## src/rtl/index_decoder32.sv

```systemverilog
// Index decoder: builds a 32-bit bitmap from set/clear/toggle index beats and emits it with a population count.
// Optional macro INDEX_MSB_FIRST_EN maps index i to bit 31-i instead of bit i.
module index_decoder32 (
  input  logic        clk,
  input  logic        rst,
  input  logic        in_valid,
  output logic        in_ready,
  input  logic [4:0]  in_index,
  input  logic [1:0]  in_op,
  input  logic        in_last,
  output logic        out_valid,
  input  logic        out_ready,
  output logic [31:0] out_data,
  output logic [5:0]  out_count
);

  typedef enum logic {ACCUM, HOLD} state_t;

  state_t      state, state_next;
  logic [31:0] bitmap, bitmap_next, updated;
  logic [5:0]  count, count_next;
  logic [4:0]  pos;

`ifdef INDEX_MSB_FIRST_EN
  assign pos = 5'd31 - in_index;
`else
  assign pos = in_index;
`endif

  function automatic logic [5:0] popcount(input logic [31:0] v);
    logic [5:0] c;
    c = '0;
    for (int unsigned i = 0; i < 32; i++) c = c + 6'(v[i]);
    return c;
  endfunction

  always_comb begin
    updated = bitmap;
    case (in_op)
      2'b00:   updated[pos] = 1'b1;
      2'b01:   updated[pos] = 1'b0;
      2'b10:   updated[pos] = ~bitmap[pos];
      default: updated = bitmap;
    endcase

    state_next  = state;
    bitmap_next = bitmap;
    count_next  = count;
    in_ready    = 1'b0;
    out_valid   = 1'b0;
    case (state)
      ACCUM: begin
        in_ready = 1'b1;
        if (in_valid) begin
          bitmap_next = updated;
          // Count is captured with the closing beat so it is stable throughout HOLD.
          if (in_last) begin
            state_next = HOLD;
            count_next = popcount(updated);
          end
        end
      end
      HOLD: begin
        out_valid = 1'b1;
        if (out_ready) begin
          state_next  = ACCUM;
          bitmap_next = '0;
          count_next  = '0;
        end
      end
      default: state_next = ACCUM;
    endcase
  end

  always_ff @(posedge clk or posedge rst) begin
    if (rst) begin
      state  <= ACCUM;
      bitmap <= '0;
      count  <= '0;
    end else begin
      state  <= state_next;
      bitmap <= bitmap_next;
      count  <= count_next;
    end
  end

  assign out_data  = (state == HOLD) ? bitmap : '0;
  assign out_count = count;

endmodule

```

## config.mk

```make
export PLATFORM = sky130hd
export DESIGN_NAME = index_decoder32
export DESIGN_NICKNAME = d
export VERILOG_FILES = /design/src/rtl/index_decoder32.sv
export SDC_FILE = /design/constraint.sdc
export NUM_CORES = 1
export LEC_CHECK = 0
export ABC_AREA = 1
export BUFFER_PORTS_ARGS = -buffer_cell sky130_fd_sc_hd__buf_2
export CORE_ASPECT_RATIO = 1.4
export CORE_UTILIZATION = 57
export DETAILED_ROUTE_END_ITERATION = 7
export PLACE_DENSITY = 0.78
export SYNTH_ARGS = -nofsm -noshare
export SYNTH_HDL_FRONTEND = slang
export SYNTH_SLANG_ARGS = --single-unit
```

## constraint.sdc

```tcl
create_clock -name clk -period 7 [get_ports clk]
set_clock_uncertainty 0.1 [all_clocks]
set_input_delay 0 -clock clk [delete_from_list [all_inputs] [get_ports clk]]
set_output_delay 0 -clock clk [all_outputs]
set_load 0.01 [all_outputs]
```

==> impl_metrics.env <==
export IMPL_outcome="finished clean"
export IMPL_finalNonFillerCells=909
export IMPL_yosysWarnings=0
export IMPL_die_width_um=77.2
export IMPL_grt_max_degree=58
export IMPL_area_growth_pct=9.95
export IMPL_timing_fmax_mhz=162
export IMPL_timing_final_max_slew_violations=0
export IMPL_port_buffers=51
export IMPL_holdWs_ns=0.0945
export IMPL_gp_congestion=0.943
export IMPL_wl_per_cell_um=14.0
export IMPL_hold_class="input pin to flip-flop"
export IMPL_tightest_slew_ns=0.626
export IMPL_max_slew_margin_rel_pct=58.1
export IMPL_place_ws_ns=0.795
export IMPL_max_cap_violations=0
export IMPL_synth_fa_ha_area_share_pct=12.6
export IMPL_intPower_mw=1.01
export IMPL_cts_hold_buf=3
export IMPL_grt_setup_unrepaired="no"
export IMPL_p_comb_share_pct=73.4
export IMPL_worstPathArrival_ns=6.33
export IMPL_diodes=0
export IMPL_multi_input_area_um2=2960
export IMPL_layout_drive_gt1_share_pct=9.52
export IMPL_yosys_mux_area_fraction_pct=0
export IMPL_syn_nets=814
export IMPL_viasPerCell=5.48
export IMPL_die_y_um=107
export IMPL_critPathMaxFanout=32
export IMPL_netSwitchingFraction_pct=50.3
export IMPL_finalHoldViolCount=0
export IMPL_synth_cell_type_count=27
export IMPL_pwr_share_seq_pct=16.5
export IMPL_post_route_min_period_ns=6.19
export IMPL_critPathRequiredTime_ns=7.15
export IMPL_powerDensity_nw_per_um2=411
export IMPL_report_final_setup_viol=0
export IMPL_worstSetupEndpointType="flip-flop"
export IMPL_syn_inst=771
export IMPL_start_kind="flip-flop"
export IMPL_period_share_pct=88.4
export IMPL_path_clk_slew_ns=0.09
export IMPL_io_pins=52
export IMPL_antenna_found_initial=0
export IMPL_grt_pass1_vias=4652
export IMPL_drt_initial_drc_count=463
export IMPL_synth_compound_area_share_pct=12.6
export IMPL_crit_type="flip-flop to flip-flop"
export IMPL_track_usage_pct=32.7
export IMPL_ir_drop_mv=0.747
export IMPL_drt_total_wl_um=12700
export IMPL_ys_ff_latch=39
export IMPL_dp_cells=898
export IMPL_clock_latency_ns=0.31
export IMPL_drcViolationCount=0
export IMPL_cts_tree="done"
export IMPL_ys_seq_area_share_pct=21.6
export IMPL_nNetsFinal=851
export IMPL_drtAntennaViolNets=0
export IMPL_cts_resized_gates=0
export IMPL_power_switching_mw=1.03
export IMPL_syn_area_um2=4510
export IMPL_setup_tns_ns=0
export IMPL_dieArea_um2=8280
export IMPL_cts_max_level=2
export IMPL_power_leakage_nw=2.87
export IMPL_synth_top_family_by_area="simple AND/OR/NAND/NOR gates"
export IMPL_pwr_share_clk_pct=10.1
export IMPL_register_area_um2=976
export IMPL_via_count=4978
export IMPL_synth_simple_area_share_pct=40.1
export IMPL_fillers=762
export IMPL_grt_pass1_wl_um=21400
export IMPL_start_util_pct=58.6
export IMPL_syn_area_per_cell_um2=5.85
export IMPL_clock_path_buffers=2
export IMPL_yosys_area_share_xor_xnor_pct=0.194
export IMPL_cts_root_buf="clkbuf_8"
export IMPL_drt_pass1_iterations=5
export IMPL_postLayoutSetupSlackWorst_ns=0.814
export IMPL_postCtsSetupRepairBufs=0
export IMPL_dpl_hpwl_um=9110
export IMPL_grt_overflow_total=0
export IMPL_clkSinkCount=39
export IMPL_rows=38
export IMPL_numCtsBuffers=5
export IMPL_core_area_um2=7700
==> layer usage <==
layer  part of all wire (%)  global-route usage, %
met1                     40                   39.3
met2                     51                   57.6
met3                    5.7                   3.56
met4                    3.2                   15.8
met5                      0                      0
==> synth_stat cells, drive strengths merged <==
| cell | instances | area [um2] |
|---|---|---|
| nand2 | 335 | 1260 |
| inv | 114 | 428 |
| nor2 | 70 | 263 |
| dfrtp | 39 | 976 |
| nand3 | 39 | 195 |
| a31oi | 29 | 181 |
| a21oi | 28 | 140 |
| clkbuf | 24 | 90.1 |
| fa | 24 | 480 |
| a21boi | 21 | 158 |
| nor3 | 12 | 75.1 |
| o21ai | 11 | 55.1 |
| buf | 8 | 55.1 |
| ha | 7 | 87.6 |
| or2 | 3 | 18.8 |
| clkinv | 2 | 7.51 |
| a21o | 1 | 7.51 |
| a32o | 1 | 10.0 |
| o2111ai | 1 | 8.76 |
| o21bai | 1 | 7.51 |
| xnor2 | 1 | 8.76 |
==> worst max-delay path: stages, from the launching register on <==
cell      delay (ns)
dfrtp_1         0.42
inv_1           0.12
o21ai_0         0.09
nand2_1         0.08
nand2_1         0.05
nand2_1         0.06
nand2_1         0.05
nor2_1          0.12
nand2_2         0.39
nand2_1         0.18
nand2_1         0.08
a21boi_1        0.20
fa_1            0.46
fa_1            0.52
inv_1           0.05
fa_1            0.50
inv_1           0.05
fa_1            0.48
fa_1            0.54
fa_1            0.43
ha_1            0.23
fa_1            0.40
a21oi_1         0.14
o21bai_1        0.08
a21oi_1         0.13
o21ai_0         0.10
nand2_1         0.06
==> layout make-up <==
type	instances	share of cell area, %
flip-flops and latches	39	19.7
multi-input cells	584	59.7
repair buffers	62	6.96
clock inverters	2	0.706
well taps	100	2.52
inverters	116	8.77
clock buffers	6	1.66
==> logic make-up (layout without fill, tap and decap cells) <==
kind of cell / Yosys count / count (layout)
DFF: 39 / 39
AOI/OAI and AO/OA: 93 / 93
buffers and inverters: 148 / 186
xor gates and xnor gates: 1 / 1
adders and majority gates: 31 / 31
and+or+nand+nor: 459 / 459
==> placed cells by master, fill, tap and decap left out, types with 2 or more instances in the layout <==
| master | netlist | final |
|---|---|---|
| nand2_1 | 334 | 334 |
| inv_1 | 113 | 113 |
| nor2_1 | 70 | 69 |
| buf_2 | 5 | 51 |
| nand3_1 | 39 | 39 |
| dfrtp_1 | 39 | 39 |
| a31oi_1 | 29 | 29 |
| a21oi_1 | 28 | 27 |
| fa_1 | 24 | 24 |
| a21boi_1 | 19 | 19 |
| o21ai_0 | 11 | 11 |
| nor3_1 | 9 | 9 |
| buf_4 | 1 | 8 |
| ha_1 | 7 | 7 |
| clkbuf_8 | 0 | 6 |
| nor3_2 | 3 | 3 |
| or2_2 | 3 | 3 |
| dlygate4sd3_1 | 0 | 3 |
| clkinv_1 | 2 | 2 |
| a21boi_0 | 2 | 2 |
==> final timing paths <==
check	start	endpoint	slack [ns]	depth (start not counted)
max in group asynchronous	rst	bitmap[30]	6.18	4
min in group asynchronous	rst	bitmap[11]	0.26	4
max	bitmap[14]	out_count[4]	0.81	26
max reg2reg	bitmap[14]	out_count[4]	0.81	26
min	in_op[1]	bitmap[13]	0.09	5
min reg2reg	out_count[5]	out_count[5]	0.42	2
==> state kept, by name (all words and copies together) (netlist names) <==
signal	count
bitmap	32
out_count	6
state	1
==> through the flow <==
stage | util, % | power (mW) | instance area [um2]
2_1_floorplan | - | 1.48 | 4510
3_3_place_gp | 62.5 | 1.76 | 4810
3_5_place_dp | 62.5 | 1.81 | 4810
4_1_cts | 64.4 | 2.05 | 4960
5_1_grt | 64.4 | 2.32 | 4960
6_report | 64.4 | 2.04 | 4960
==> power groups by stage <==
stage	combinational (mW)	clock, mW	sequential (mW)
6_report	1.50	0.206	0.337
5_1_grt	1.76	0.217	0.343
3_3_place_gp	1.42	0	0.337
4_1_cts	1.50	0.210	0.335
3_5_place_dp	1.47	0	0.339
2_1_floorplan	1.15	0	0.322
Note: power is estimated with default switching activity, not from simulation.
